File: src/rtl/pwr_btn_pkg.sv
`default_nettype none
// ============================================================================
// Module      : pwr_btn_pkg
// Description : Shared definitions for the front-panel power-button
//               conditioner: FSM state encoding, default timing constants
//               and button / output polarity constants.
// Revision    : 1.0 - initial release
// ============================================================================
package pwr_btn_pkg;

  // FSM state encoding; the numeric values are visible on FsmState.
  typedef enum logic [2:0] {
    ST_IDLE    = 3'd0,
    ST_PULSE   = 3'd1,
    ST_HELD    = 3'd2,
    ST_LONG    = 3'd3,
    ST_LOCKOUT = 3'd4
  } btn_state_t;

  // Default timing (units: Strobe1ms ticks, except LONG_PRESS_T in Strobe125ms ticks).
  localparam int C_SYNC_STAGES  = 2;
  localparam int C_DEBOUNCE_MS  = 16;
  localparam int C_MIN_PULSE_MS = 100;
  localparam int C_LONG_PRESS_T = 32;
  localparam int C_LOCKOUT_MS   = 250;

  // Polarity of the raw button and of the conditioned output (both active low).
  localparam logic C_BTN_PRESSED_N  = 1'b0;
  localparam logic C_BTN_RELEASED_N = 1'b1;
  localparam logic C_OUT_ASSERTED   = 1'b0;
  localparam logic C_OUT_DEASSERTED = 1'b1;

  function automatic int max2(input int a, input int b);
    return (a > b) ? a : b;
  endfunction

endpackage
`default_nettype wire

File: src/rtl/pwr_btn_debounce_if.sv
`default_nettype none
// ============================================================================
// Module      : pwr_btn_debounce_if
// Description : Signal bundle between the button conditioner and its
//               environment.
//               slave  : conditioner side (strobes/button/enable in,
//                        conditioned button, long-press pulse, debounced
//                        level and FSM state out)
//               master : environment side (mirror image)
// Revision    : 1.0 - initial release
// ============================================================================
interface pwr_btn_debounce_if;
  import pwr_btn_pkg::*;

  logic       Strobe1ms;
  logic       Strobe125ms;
  logic       PWR_BTN_IN_N;
  logic       BtnEnable;
  logic       PowerButtonOut_ox;
  logic       LongPressEvt;
  logic       BtnPressedDb;
  btn_state_t FsmState;

  modport master (
    output Strobe1ms, Strobe125ms, PWR_BTN_IN_N, BtnEnable,
    input  PowerButtonOut_ox, LongPressEvt, BtnPressedDb, FsmState
  );

  modport slave (
    input  Strobe1ms, Strobe125ms, PWR_BTN_IN_N, BtnEnable,
    output PowerButtonOut_ox, LongPressEvt, BtnPressedDb, FsmState
  );

endinterface
`default_nettype wire

File: src/rtl/strobe_debounce.sv
`default_nettype none
// ============================================================================
// Module      : strobe_debounce
// Description : Synchroniser plus strobe-timed debouncer for an active-low
//               asynchronous push button.
//               clk        : system clock
//               rst        : synchronous active-high reset
//               strobe_1ms : one-clock enable every 1 ms
//               btn_in_n   : raw button, active low, asynchronous
//               pressed    : debounced level, 1 = pressed
// Revision    : 1.0 - initial release
// ============================================================================
module strobe_debounce
  import pwr_btn_pkg::*;
#(
  parameter int SYNC_STAGES = C_SYNC_STAGES,
  parameter int DEBOUNCE_MS = C_DEBOUNCE_MS
) (
  input  logic clk,
  input  logic rst,
  input  logic strobe_1ms,
  input  logic btn_in_n,
  output logic pressed
);

  localparam int               CNT_W      = $clog2(DEBOUNCE_MS + 1);
  localparam logic [CNT_W-1:0] C_CNT_LAST = CNT_W'(DEBOUNCE_MS - 1);

  logic [SYNC_STAGES-1:0] r_sync;
  logic [CNT_W-1:0]       r_cnt;
  logic                   r_pressed;
  logic                   w_sync_pressed;

  assign w_sync_pressed = (r_sync[SYNC_STAGES-1] == C_BTN_PRESSED_N);

  always_ff @(posedge clk) begin
    if (rst) begin
      r_sync    <= {SYNC_STAGES{C_BTN_RELEASED_N}};
      r_cnt     <= '0;
      r_pressed <= 1'b0;
    end else begin
      r_sync <= {r_sync[SYNC_STAGES-2:0], btn_in_n};
      if (w_sync_pressed == r_pressed) begin
        // Input agrees with the debounced level: any partial count is a bounce.
        r_cnt <= '0;
      end else if (strobe_1ms) begin
        // Toggle on the strobe that completes DEBOUNCE_MS stable ticks.
        if (r_cnt >= C_CNT_LAST) begin
          r_pressed <= ~r_pressed;
          r_cnt     <= '0;
        end else begin
          r_cnt <= r_cnt + 1'b1;
        end
      end
    end
  end

  assign pressed = r_pressed;

endmodule
`default_nettype wire

File: src/rtl/pwr_btn_debounce.sv
`default_nettype none
// ============================================================================
// Module      : pwr_btn_debounce
// Description : Front-panel power-button conditioner. Debounces the raw
//               button, then generates an active-low strobe with a minimum
//               width, flags long presses and applies a post-release lockout.
//               SysClk   : system clock
//               SysReset : synchronous active-high reset
//               bus      : Strobe1ms/Strobe125ms/PWR_BTN_IN_N/BtnEnable in;
//                          PowerButtonOut_ox/LongPressEvt/BtnPressedDb/
//                          FsmState out
// Revision    : 1.0 - initial release
// ============================================================================
module pwr_btn_debounce
  import pwr_btn_pkg::*;
#(
  parameter int SYNC_STAGES  = C_SYNC_STAGES,
  parameter int DEBOUNCE_MS  = C_DEBOUNCE_MS,
  parameter int MIN_PULSE_MS = C_MIN_PULSE_MS,
  parameter int LONG_PRESS_T = C_LONG_PRESS_T,
  parameter int LOCKOUT_MS   = C_LOCKOUT_MS
) (
  input  logic              SysClk,
  input  logic              SysReset,
  pwr_btn_debounce_if.slave bus
);

  // The ms timer is shared between PULSE and LOCKOUT, so it is sized for the larger.
  localparam int              MS_MAX        = max2(MIN_PULSE_MS, LOCKOUT_MS);
  localparam int              MS_W          = $clog2(MS_MAX + 1);
  localparam int              LP_W          = $clog2(LONG_PRESS_T + 1);
  localparam logic [MS_W-1:0] C_MS_SAT      = MS_W'(MS_MAX);
  localparam logic [MS_W-1:0] C_PULSE_END   = MS_W'(MIN_PULSE_MS);
  localparam logic [MS_W-1:0] C_LOCKOUT_END = MS_W'(LOCKOUT_MS);
  localparam logic [LP_W-1:0] C_LONG_END    = LP_W'(LONG_PRESS_T);

  logic            w_pressed;
  btn_state_t      r_state;
  logic [MS_W-1:0] r_ms;
  logic [LP_W-1:0] r_lp;
  logic            r_pressed_d;
  logic            r_out_n;
  logic            r_long_evt;

  logic [MS_W-1:0] w_ms_next;
  logic [LP_W-1:0] w_lp_next;
  logic            w_rise;
  logic            w_long_hit;

  strobe_debounce #(
    .SYNC_STAGES (SYNC_STAGES),
    .DEBOUNCE_MS (DEBOUNCE_MS)
  ) u_debounce (
    .clk        (SysClk),
    .rst        (SysReset),
    .strobe_1ms (bus.Strobe1ms),
    .btn_in_n   (bus.PWR_BTN_IN_N),
    .pressed    (w_pressed)
  );

  // Saturating next values of both timers; each advances on its own strobe,
  // so coincident strobes move both.
  always_comb begin
    w_ms_next = r_ms;
    if (bus.Strobe1ms && (r_ms != C_MS_SAT)) begin
      w_ms_next = r_ms + 1'b1;
    end
    w_lp_next = r_lp;
    if (bus.Strobe125ms && (r_lp != C_LONG_END)) begin
      w_lp_next = r_lp + 1'b1;
    end
  end

  assign w_rise = w_pressed & ~r_pressed_d;

  // Threshold only counts while the button is still down, so a release in the
  // same cycle suppresses the long-press event.
  assign w_long_hit = w_pressed && (r_lp != C_LONG_END) && (w_lp_next == C_LONG_END);

  always_ff @(posedge SysClk) begin
    if (SysReset) begin
      r_state     <= ST_IDLE;
      r_ms        <= '0;
      r_lp        <= '0;
      r_pressed_d <= 1'b0;
      r_out_n     <= C_OUT_DEASSERTED;
      r_long_evt  <= 1'b0;
    end else begin
      r_pressed_d <= w_pressed;
      r_long_evt  <= 1'b0;
      unique case (r_state)
        ST_IDLE: begin
          r_out_n <= C_OUT_DEASSERTED;
          // Edge-triggered: a level still held from LOCKOUT never starts a pulse.
          if (w_rise && bus.BtnEnable) begin
            r_state <= ST_PULSE;
            r_ms    <= '0;
            r_lp    <= '0;
            r_out_n <= C_OUT_ASSERTED;
          end
        end

        ST_PULSE: begin
          r_out_n <= C_OUT_ASSERTED;
          if (w_long_hit) begin
            // Long press beats minimum-pulse expiry in the same cycle.
            r_state    <= ST_LONG;
            r_long_evt <= 1'b1;
            r_lp       <= w_lp_next;
            r_ms       <= '0;
          end else begin
            r_ms <= w_ms_next;
            r_lp <= w_pressed ? w_lp_next : '0;
            if (w_ms_next == C_PULSE_END) begin
              r_ms <= '0;
              if (w_pressed) begin
                r_state <= ST_HELD;
              end else begin
                r_state <= ST_LOCKOUT;
                r_out_n <= C_OUT_DEASSERTED;
              end
            end
          end
        end

        ST_HELD: begin
          r_out_n <= C_OUT_ASSERTED;
          if (!w_pressed) begin
            r_state <= ST_LOCKOUT;
            r_ms    <= '0;
            r_lp    <= '0;
            r_out_n <= C_OUT_DEASSERTED;
          end else if (w_long_hit) begin
            r_state    <= ST_LONG;
            r_long_evt <= 1'b1;
            r_lp       <= w_lp_next;
          end else begin
            r_lp <= w_lp_next;
          end
        end

        ST_LONG: begin
          r_out_n <= C_OUT_ASSERTED;
          if (!w_pressed) begin
            r_state <= ST_LOCKOUT;
            r_ms    <= '0;
            r_lp    <= '0;
            r_out_n <= C_OUT_DEASSERTED;
          end
        end

        ST_LOCKOUT: begin
          r_out_n <= C_OUT_DEASSERTED;
          r_ms    <= w_ms_next;
          if (w_ms_next == C_LOCKOUT_END) begin
            r_state <= ST_IDLE;
            r_ms    <= '0;
          end
        end

        default: begin
          r_state <= ST_IDLE;
          r_ms    <= '0;
          r_lp    <= '0;
          r_out_n <= C_OUT_DEASSERTED;
        end
      endcase
    end
  end

  assign bus.PowerButtonOut_ox = r_out_n;
  assign bus.LongPressEvt      = r_long_evt;
  assign bus.BtnPressedDb      = w_pressed;
  assign bus.FsmState          = r_state;

endmodule
`default_nettype wire
File: src/flat_wrapper.sv
// flat-port wrapper written by rule: the top's interface ports become plain ports
module pwr_btn_debounce_flat import pwr_btn_pkg::*;
#(
  parameter int SYNC_STAGES  = C_SYNC_STAGES,
  parameter int DEBOUNCE_MS  = C_DEBOUNCE_MS,
  parameter int MIN_PULSE_MS = C_MIN_PULSE_MS,
  parameter int LONG_PRESS_T = C_LONG_PRESS_T,
  parameter int LOCKOUT_MS   = C_LOCKOUT_MS
)
  (SysClk, SysReset, bus_Strobe1ms, bus_Strobe125ms, bus_PWR_BTN_IN_N, bus_BtnEnable, bus_PowerButtonOut_ox, bus_LongPressEvt, bus_BtnPressedDb, bus_FsmState);
  pwr_btn_debounce_if bus_i ();
  input  logic SysClk;
  input  logic SysReset;
  input wire logic [$bits(bus_i.Strobe1ms)-1:0] bus_Strobe1ms;
  input wire logic [$bits(bus_i.Strobe125ms)-1:0] bus_Strobe125ms;
  input wire logic [$bits(bus_i.PWR_BTN_IN_N)-1:0] bus_PWR_BTN_IN_N;
  input wire logic [$bits(bus_i.BtnEnable)-1:0] bus_BtnEnable;
  output wire logic [$bits(bus_i.PowerButtonOut_ox)-1:0] bus_PowerButtonOut_ox;
  output wire logic [$bits(bus_i.LongPressEvt)-1:0] bus_LongPressEvt;
  output wire logic [$bits(bus_i.BtnPressedDb)-1:0] bus_BtnPressedDb;
  output wire logic [$bits(bus_i.FsmState)-1:0] bus_FsmState;
  assign bus_i.Strobe1ms = bus_Strobe1ms;
  assign bus_i.Strobe125ms = bus_Strobe125ms;
  assign bus_i.PWR_BTN_IN_N = bus_PWR_BTN_IN_N;
  assign bus_i.BtnEnable = bus_BtnEnable;
  assign bus_PowerButtonOut_ox = bus_i.PowerButtonOut_ox;
  assign bus_LongPressEvt = bus_i.LongPressEvt;
  assign bus_BtnPressedDb = bus_i.BtnPressedDb;
  assign bus_FsmState = bus_i.FsmState;
  pwr_btn_debounce #(.SYNC_STAGES(SYNC_STAGES), .DEBOUNCE_MS(DEBOUNCE_MS), .MIN_PULSE_MS(MIN_PULSE_MS), .LONG_PRESS_T(LONG_PRESS_T), .LOCKOUT_MS(LOCKOUT_MS)) u_core (.SysClk(SysClk), .SysReset(SysReset), .bus(bus_i));
endmodule
File: config.mk
export PLATFORM = sky130hd
export DESIGN_NAME = pwr_btn_debounce_flat
export DESIGN_NICKNAME = d
export VERILOG_FILES = /design/src/rtl/pwr_btn_pkg.sv /design/src/rtl/pwr_btn_debounce_if.sv /design/src/rtl/strobe_debounce.sv /design/src/rtl/pwr_btn_debounce.sv /design/src/flat_wrapper.sv
export SDC_FILE = /design/constraint.sdc
export NUM_CORES = 1
export LEC_CHECK = 0
export CORE_ASPECT_RATIO = 1.5
export CORE_MARGIN = 5
export CORE_UTILIZATION = 44
export DETAILED_ROUTE_END_ITERATION = 6
export GPL_TIMING_DRIVEN = 0
export SETUP_SLACK_MARGIN = 0.4
export SYNTH_ARGS = -nofsm -noshare
export SYNTH_HDL_FRONTEND = slang
export SYNTH_HIERARCHICAL = 1
export SYNTH_SLANG_ARGS = --single-unit
File: constraint.sdc
create_clock -name SysClk -period 4.4 [get_ports SysClk]
set_clock_uncertainty 0.15 [all_clocks]
set_input_delay 0.44 -clock SysClk [delete_from_list [all_inputs] [get_ports SysClk]]
set_output_delay 0.44 -clock SysClk [all_outputs]
set_load 0.05 [all_outputs]
==> run summary, run 1 <==
Clock power frac -> 0.287
Residual DRC -> 0
Number of port buffers -> 10
CP Capture Type -> flop
Num rows -> 28
FFs w/ async S/R, synth -> 0
Vias in the first global route -> 1572
Crit-path leading delay family -> simple AND/OR/NAND/NOR gates
Area leader, netlist -> dfxtp_1
Ys flop type -> dfxtp_1
CTS root buffer -> clkbuf_8
Min Tclk post-route -> 2.785 ns
First-pass GRT wire length -> 7.120 mm
WS Path Type -> in -> reg
Cell mode on critical path -> or3_1
Seq/Total Area, Yosys -> 0.3102
Crit path to -> u_core/bus.FsmState[1]
Largest fanout on the critical path -> 9
Max-slew headroom -> 0.5431
DP Wirelength -> 2.978 mm
Post-synthesis cell type count -> 56
Status -> finished, final reports clean
Placed cell area -> 1963 sq um
Worst setup margin -> 1.615 ns
Area contributors post-synth -> dfxtp_1 31%, nand2_1 5.0%, a21oi_1 4.4%
Post-Synthesis Cells -> 224
Slowest-stage cell, CP -> clkdlybuf4s50_1
Crit. Startpoint -> bus_Strobe1ms
Overflow left after global routing -> 0
Hold bufs inserted after CTS -> 0
Critical R2R Capture -> u_core/bus.FsmState[1]
Post-synth EDFFs -> 0
Sw Ratio -> 0.3542
Fraction of layout cells with a size suffix above 1 -> 0.08824
Crit path cell chain -> clkdlybuf4s50_1 > nand4_2 > or3_1 > o2bb2ai_2 > nor4_2 > o22ai_1 > or3_1 > a21oi_1
Final setup viols -> 0
Yosys top cell area share -> 0.3102
Startpoint types -> primary input
RSZ-0062 raised after global routing -> no
Cell area power density -> 357.2 nW/um^2
Mapped cell area -> 1807 sq um
R2R Path Start -> u_core/r_lp[0]
Synthesized area per cell -> 8.066 sq um
Cell with the most instances after synthesis -> dfxtp_1
Final wirelength -> 3.992 mm
Total global routing track utilization -> 0.1549
Switching power -> 257.4 uW
Htree depth -> 1
Post-Route Setup TNS -> 0 ns
Worst hold path class -> reg -> reg
Final Hold Fails -> 0
# Post-CTS Setup Buffers -> 0
Post-CTS sizing -> 0
Routed Antenna Nets -> 0
Nets -> 251
DRT Pass-1 Iters -> 4
Max stage delay on crit path -> 0.65 ns
Ant diodes -> 0
Reg clk slew, reported paths -> 0.10 ns
Sequential power share -> 0.372
Gpl congestion -> 0.7976
Leakage power -> 0.7459 nW
Net Count, Synth -> 236
Worst slew pin tran -> 0.6782 ns
CTS tree -> built
Flops & latches, synth -> 28
Period utilization -> 0.6330
Syn-to-layout area delta -> 12.60%
Max_cap viols -> 0
TritonCTS buffer count -> 3
Worst R2R Setup Slack -> 1.73 ns
Initial antenna violation count -> 0
FMAX -> 359.0 MHz
Die W -> 62.32 um
Most instantiated cells after synthesis -> 28 x dfxtp_1, 24 x nand2_1, 17 x nor2_1
Worst-case clock buffer depth -> 2
Hold path startpoint -> u_core/u_debounce/r_sync[0]
Average wire per cell in the routed design -> 14.11 um
Reg2reg path depth -> 9
Crit path arrival time -> 2.84 ns
Die area -> 5514 sq um
Io pins -> 12
Slew Limit Fails -> 0
WP data required -> 4.45 ns
Core box area -> 3959 sq um
Worst Path Buf+Inv -> 1
Peak supply drop -> 0.0002455 V
Die height -> 88.48 um
Via/cell ratio -> 5.915
Clock sinks -> 28
Post-route cell area -> 2034 sq um
P_int -> 469.4 uW
CP Depth -> 8
Combinational fraction of design power -> 0.341
Initial Util -> 0.4564
Largest net degree at the start of global routing -> 17
Initial drt markers -> 39
Clock latency at the later pin of the worst-skew pair -> 0.28 ns
Via count -> 1674
Yosys warning count -> 6
Worst slack, placed -> 1.331 ns
==> worst reg2reg max path, cell delays in order (launching register included) <==
cell	delay [ns]
dfxtp_1	0.47
inv_1	0.07
ha_1	0.31
nand3b_1	0.16
a22oi_1	0.15
o2111ai_1	0.19
nand2b_1	0.24
o31a_1	0.34
or3_1	0.36
a21oi_1	0.16
==> worst min path at each step <==
stage / slack [ns] / depth (start not counted) / to
finish: 0.27 / 1 / u_core/u_debounce/r_sync[1]
global route: 0.29 / 1 / u_core/u_debounce/r_sync[1]
CTS: 0.27 / 1 / u_core/u_debounce/r_sync[1]
detailed placement: 0.25 / 1 / u_core/u_debounce/r_sync[1]
global placement: 0.24 / 1 / u_core/u_debounce/r_sync[1]
floorplan: 0.24 / 1 / u_core/u_debounce/r_sync[1]
==> sequential cells by signal, summed over array words and instances (netlist names) <==
name and count:
u_core/bus.LongPressEvt 1, u_core/r_lp 6, u_core/bus.PowerButtonOut_ox 1, u_core/u_debounce/pressed 1
u_core/u_debounce/r_sync 2, u_core/bus.FsmState 3, u_core/r_ms 8, u_core/u_debounce/r_cnt 5
u_core/r_pressed_d 1
==> routing by layer <==
| metal | track usage | share of wire |
|---|---|---|
| met1 | 0.1780 | 0.44 |
| met2 | 0.2840 | 0.53 |
| met3 | 0.02668 | 0.023 |
| met4 | 0.06178 | 0.011 |
| met5 | 0 | 0 |
==> power groups by stage <==
stage	Combinational, mW	Clock [mW]	Sequential, mW
floorplan	0.149	0	0.308
global placement	0.248	0	0.276
CTS	0.248	0.213	0.271
finish	0.248	0.209	0.271
global route	0.277	0.226	0.272
detailed placement	0.247	0	0.277
==> final cells by class <==
cell class,count,area [sq um]
Fill cell,400,1924
Timing Repair Buffer,10,100.1
Clock buffer,3,41.29
Inverter,10,37.54
Clock inverter,1,30.03
Sequential cell,28,560.5
Buffer,12,57.56
Multi-Input combinational cell,174,1151
Tap cell,45,56.30
==> layout by cell type (no fill, tap or decap), drive strengths merged, types with 4 or more instances in the layout <==
| cell | count |
|---|---|
| a22oi | 5 |
| o21ai | 6 |
| nand4b | 4 |
| dfxtp | 28 |
| buf | 5 |
| o211ai | 4 |
| o21a | 5 |
| xnor2 | 4 |
| nand3b | 4 |
| nor3 | 8 |
| nand2b | 7 |
| nand2 | 24 |
| clkbuf | 10 |
| nand3 | 4 |
| a21oi | 16 |
| nand4 | 7 |
| clkdlybuf4s50 | 10 |
| nor2 | 17 |
| ha | 6 |
| inv | 10 |
==> per-stage QoR <==
stage | std cells | total power [mW] | utilization | hold slack [ns]
2_1_floorplan | 224 | 0.4573 | - | 0.2395
3_3_place_gp | 279 | 0.5239 | 0.4959 | 0.2430
3_5_place_dp | 279 | 0.5236 | 0.4959 | 0.2478
4_1_cts | 283 | 0.7315 | 0.5139 | 0.2731
5_1_grt | 283 | 0.7751 | 0.5139 | 0.2874
6_report | 283 | 0.7268 | 0.5139 | 0.2698
==> logic make-up after synthesis <==
family	Yosys count	share of synthesized area
muxes	1	0.005540
DFF	28	0.3103
xor gates and xnor gates	6	0.02909
AOI/OAI and AO/OA	62	0.2424
and+or+nand+nor	99	0.3186
adders and majority gates	6	0.04155
buffers and inverters	22	0.05264
Power figures use the tool's default switching activity.
==> run 2: changes to the inputs <==
clock period = 2.85 ns   (was 4.4 ns; I/O delays follow)
==> run 2 against run 1 <==
- final area increased by 12%
- first-iteration DRC count increased by 5.1%
- power increased by 61%
- register-to-register slack got worse by 1.3 ns
- via count increased by 3.9%
- clock power increased by 53%
- sequential cell count unchanged
==> run summary, run 2 (synthesized netlist as in run 1, its figures left out) <==
Max_cap viols -> 0
RSZ-0062 raised after global routing -> yes
Total global routing track utilization -> 0.1629
Htree depth -> 1
Crit path cell chain -> buf_12 > ha_4 > a21bo_2 > a22o_1 > nor3b_2 > nor4b_4 > o22ai_2 > or3_1 > a21oi_2
Status -> finished, final reports clean
WP data required -> 2.91 ns
Max FFs per register -> 8
M3 GR Usage -> 0.02668
CTS tree -> built
Most frequent cells in the layout -> 24 x nand2_1, 23 x dfxtp_1, 15 x nor2_1, 15 x a21oi_1, 13 x buf_4
Initial antenna violation count -> 0
Gpl congestion -> 0.7976
Max stage delay on crit path -> 0.40 ns
Worst-case clock buffer depth -> 2
Residual DRC -> 0
Worst R2R Setup Slack -> 0.45 ns
Largest registers -> u_core/r_ms x8, u_core/r_lp x6, u_core/u_debounce/r_cnt x5
Final setup viols -> 0
Clock latency at the later pin of the worst-skew pair -> 0.28 ns
Placed cell area -> 1963 sq um
Min Tclk post-route -> 2.405 ns
Period utilization -> 0.8437
Peak supply drop -> 0.0003992 V
Worst hold margin -> 0.2538 ns
Initial drt markers -> 41
Largest net degree at the start of global routing -> 17
Initial Util -> 0.4564
Hold bufs inserted after CTS -> 0
Crit path arrival time -> 2.47 ns
First-pass GRT wire length -> 7.472 mm
Largest fanout on the critical path -> 5
Routed Antenna Nets -> 0
Via/cell ratio -> 5.878
Worst slew pin tran -> 0.6507 ns
DRT Pass-1 Iters -> 4
Worst Path Buf+Inv -> 1
WS Path Type -> reg -> reg
Post-route cell area -> 2280 sq um
Vias in the first global route -> 1645
Nets -> 264
Max-slew headroom -> 0.5616
Routing usage on met1 -> 0.1827
Cell area power density -> 514.6 nW/um^2
Worst hold path class -> in -> reg
Commonest non-fill, non-tap cell in the layout -> nand2_1
Ant diodes -> 0
Syn-to-layout area delta -> 26.18%
Die area -> 5514 sq um
DP Wirelength -> 2.978 mm
Slowest-stage cell, CP -> or3_1
Leakage power -> 0.8575 nW
Startpoint types -> flop
Die W -> 62.32 um
Average wire per cell in the routed design -> 14.77 um
Die height -> 88.48 um
TritonCTS buffer count -> 3
Number of port buffers -> 10
Via count -> 1740
Slew Limit Fails -> 0
M2 GR Usage -> 0.3019
Final wirelength -> 4.373 mm
CP Capture Type -> flop
Io pins -> 12
Crit-path leading delay family -> simple AND/OR/NAND/NOR gates
GRT busiest layer -> met2
Final Hold Fails -> 0
FMAX -> 415.9 MHz
Top reg by flops -> u_core/r_ms
Num rows -> 28
Overflow left after global routing -> 0
CTS root buffer -> clkbuf_8
Clock sinks -> 28
Reg clk slew, reported paths -> 0.10 ns
Core box area -> 3959 sq um
Fraction of layout cells with a size suffix above 1 -> 0.2311
[run 2: worst register-to-register path: stages, from the launching register on]
cell,delay (ns)
dfxtp_4,0.37
buf_12,0.13
ha_4,0.16
a21bo_2,0.20
a22o_1,0.23
nor3b_2,0.19
nor4b_4,0.27
o22ai_2,0.11
or3_1,0.40
a21oi_2,0.14
[run 2: path summary, 6_finish.rpt]
kind                                             startpoint                     endpoint  depth (start not counted)
worst max-delay path                         u_core/r_ms[0]       u_core/bus.FsmState[1]                          9
worst min-delay path                        bus_Strobe125ms               u_core/r_lp[2]                          5
worst max register to register               u_core/r_ms[0]       u_core/bus.FsmState[1]                          9
worst min register to register  u_core/u_debounce/r_sync[0]  u_core/u_debounce/r_sync[1]                          1
[run 2: area by class of cell]
type / instances / area (sq um)
clock buffers: 3 / 41.29
plain buffers: 12 / 67.56
fillers: 370 / 1679
well taps: 45 / 56.30
repair buffers: 23 / 212.7
clock inverters: 1 / 30.03
multi-input cells: 174 / 1260
inverters: 10 / 37.54
flip-flops and latches: 28 / 574.3
[run 2: stage by stage]
stage | util | total power, mW | instances | TNS, ns | setup slack (ns)
2_1_floorplan | - | 0.7060 | 224 | 0 | 0.4992
3_3_place_gp | 0.4959 | 0.8088 | 279 | -0.2266 | -0.07215
3_5_place_dp | 0.4959 | 0.8083 | 279 | -0.2090 | -0.06409
4_1_cts | 0.5414 | 1.143 | 291 | 0 | 0.4039
5_1_grt | 0.5759 | 1.255 | 296 | 0 | 0.3037
6_report | 0.5759 | 1.173 | 296 | 0 | 0.4454
[run 2: metal layers]
metal | share of wire | routed length [um]
met5 | 0 | 0
met4 | 0.014 | 60
met3 | 0.027 | 117
met2 | 0.54 | 2348
met1 | 0.42 | 1847
[run 2: what timing repair did]
item | CTS | global route
pin swaps | 7 | 13
endpoints found under the setup margin | 9 | 11
resized for setup | 13 | 26
setup buffers | 8 | 5
gates cloned | 0 | 0
[run 2: report_power, final]
part	leakage, nW	internal, mW	switching [mW]
logic	0.592	0.164	0.274
clock network	0.0357	0.188	0.132
registers	0.230	0.407	0.00797
total	0.857	0.759	0.414
==> run 3: changes to the inputs <==
clock period = 2.2 ns   (was 2.85 ns; I/O delays follow)
==> run 3 against run 2 <==
- the run now ends with setup timing left
- sequential cell count stayed put
- final cell count is 0.68% higher
- power is 40% higher
- via count is 2.0% higher
- routed wire length is 7.2% higher
==> run summary, run 3 (synthesized netlist as in run 1, its figures left out) <==
Cell area power density -> 683.7 nW/um^2
Min Tclk post-route -> 2.468 ns
Slowest-stage cell, CP -> dfxtp_4
Slew Limit Fails -> 0
Top reg by flops -> u_core/r_ms
Worst-case clock buffer depth -> 2
Overflow left after global routing -> 0
Final setup viols -> 11
Crit path cell chain -> inv_2 > ha_4 > and3b_2 > a211o_1 > o21a_1 > nor4_4 > o22ai_2 > or3_1 > a21oi_2
Initial Util -> 0.4564
Crit. Startpoint -> u_core/r_ms[0]
CP Capture Type -> flop
Worst hold path class -> in -> reg
CTS tree -> built
Worst setup margin -> -0.2677 ns
Nets -> 266
Worst hold margin -> 0.1847 ns
Clock sinks -> 28
Clock latency at the later pin of the worst-skew pair -> 0.28 ns
Max stage delay on crit path -> 0.39 ns
Max-slew headroom -> 0.6602
Largest net degree at the start of global routing -> 17
Worst slew pin tran -> 0.5086 ns
Max FFs per register -> 8
Largest fanout on the critical path -> 5
Htree depth -> 1
Core box area -> 3959 sq um
Residual DRC -> 0
Fillcell total -> 372
Fraction of layout cells with a size suffix above 1 -> 0.3202
Via count -> 1774
Hold bufs inserted after CTS -> 0
Failing checks -> setup timing
Post-Route Setup TNS -> -2.163 ns
Most frequent cells in the layout -> 23 x nand2_1, 18 x dfxtp_1, 16 x buf_4
Die area -> 5514 sq um
First-pass GRT wire length -> 7.424 mm
Hold Path End -> u_core/r_lp[2]
Peak supply drop -> 0.0004863 V
Initial drt markers -> 62
Io pins -> 12
Via/cell ratio -> 5.953
Critical R2R Capture -> u_core/bus.FsmState[1]
FMAX -> 405.2 MHz
Vias in the first global route -> 1681
Worst Hold Depth -> 4
Final wirelength -> 4.687 mm
Initial antenna violation count -> 0
Tot Pwr -> 1.642 mW
DP Wirelength -> 3.048 mm
Reg clk slew, reported paths -> 0.10 ns
Period utilization -> 1.122
Largest registers -> u_core/r_ms x8, u_core/r_lp x6, u_core/u_debounce/r_cnt x5
Max_cap viols -> 0
Die height -> 88.48 um
Num rows -> 28
CTS root buffer -> clkbuf_8
Ant diodes -> 0
Gpl congestion -> 0.7822
Hold path startpoint -> bus_Strobe125ms
Total global routing track utilization -> 0.1638
Average wire per cell in the routed design -> 15.73 um
Final Hold Fails -> 0
Leakage power -> 0.9582 nW
R2R Path Start -> u_core/r_ms[0]
Status -> complete, but fails checks
WP data required -> 2.26 ns
Number of port buffers -> 10
Startpoint types -> flop
Commonest non-fill, non-tap cell in the layout -> nand2_1
Reg2reg path depth -> 9
WS Path Type -> reg -> reg
Crit path arrival time -> 2.53 ns
Syn-to-layout area delta -> 32.96%
TritonCTS buffer count -> 3
RSZ-0062 raised after global routing -> yes
Routed Antenna Nets -> 0
Die W -> 62.32 um
DRT Pass-1 Iters -> 4
Worst R2R Setup Slack -> -0.27 ns
Core Util, Final -> 0.6068
-- run 3: cell count changes in the layout (fill, tap and decap cells not counted), moves of 2 or more --
cell,previous run,this run
clkdlybuf4s50_1,9,3
dfxtp_1,23,18
dfxtp_2,2,6
buf_4,13,16
clkbuf_1,5,2
dlygate4sd2_1,1,4
dlymetal6s2s_1,0,3
a21oi_1,15,13
a21oi_2,1,3
o21ai_0,4,2
-- run 3: per-layer routing --
metal | routed length (um) | up-vias | track usage
met5 | 0 | - | 0
met3 | 118 | 18 | 0.02414
met1 | 1799 | 841 | 0.1668
met4 | 233 | 0 | 0.07529
li1 | - | 883 | -
met2 | 2536 | 32 | 0.3245
-- run 3: what timing repair did --
action,CTS,global route
pin swaps,8,13
resized for setup,29,36
gates cloned,0,1
setup buffers,9,5
setup endpoints to repair,25,26
-- run 3: how the worst max path moves through the flow --
stage,depth (start not counted),end
2_1_floorplan,9,u_core/bus.FsmState[1]
3_3_place_gp,8,u_core/bus.FsmState[1]
3_5_place_dp,8,u_core/bus.FsmState[1]
4_1_cts,9,u_core/bus.FsmState[1]
5_1_grt,9,u_core/r_ms[4]
6_report,9,u_core/bus.FsmState[1]
-- run 3: metrics by stage --
| step | std cells | setup slack (ns) | area (sq um) |
|---|---|---|---|
| floorplan | 224 | -0.05641 | 1842 |
| global placement | 279 | -0.6718 | 1998 |
| detailed placement | 279 | -0.6450 | 1998 |
| CTS | 292 | -0.2196 | 2238 |
| global route | 298 | -0.3586 | 2402 |
| finish | 298 | -0.2677 | 2402 |
-- run 3: final cells by class --
| type | count | area (sq um) | share of cell area |
|---|---|---|---|
| well taps | 45 | 56.30 | 0.02344 |
| multi-input cells | 174 | 1358 | 0.5651 |
| clock inverters | 1 | 30.03 | 0.01250 |
| repair buffers | 25 | 222.7 | 0.09271 |
| inverters | 10 | 37.54 | 0.01563 |
| clock buffers | 3 | 41.29 | 0.01719 |
| plain buffers | 12 | 73.82 | 0.03073 |
| flip-flops and latches | 28 | 583.1 | 0.2427 |
-- run 3: power breakdown --
group / total (mW) / leakage (nW) / switching, mW / internal (mW)
clock: 0.416 / 0.0357 / 0.172 / 0.244
sequential: 0.542 / 0.232 / 0.0134 / 0.529
combinational: 0.685 / 0.690 / 0.409 / 0.276
-- run 3: critical path: cells and delay by family (launching register included) --
kind,cells,cell delay (ns)
adder cells (fa/ha/maj),1,0.15
AND/OR/NAND/NOR,3,0.92
buffers and inverters,1,0.05
AO/OA/AOI/OAI,4,0.74
flip-flops,1,0.39
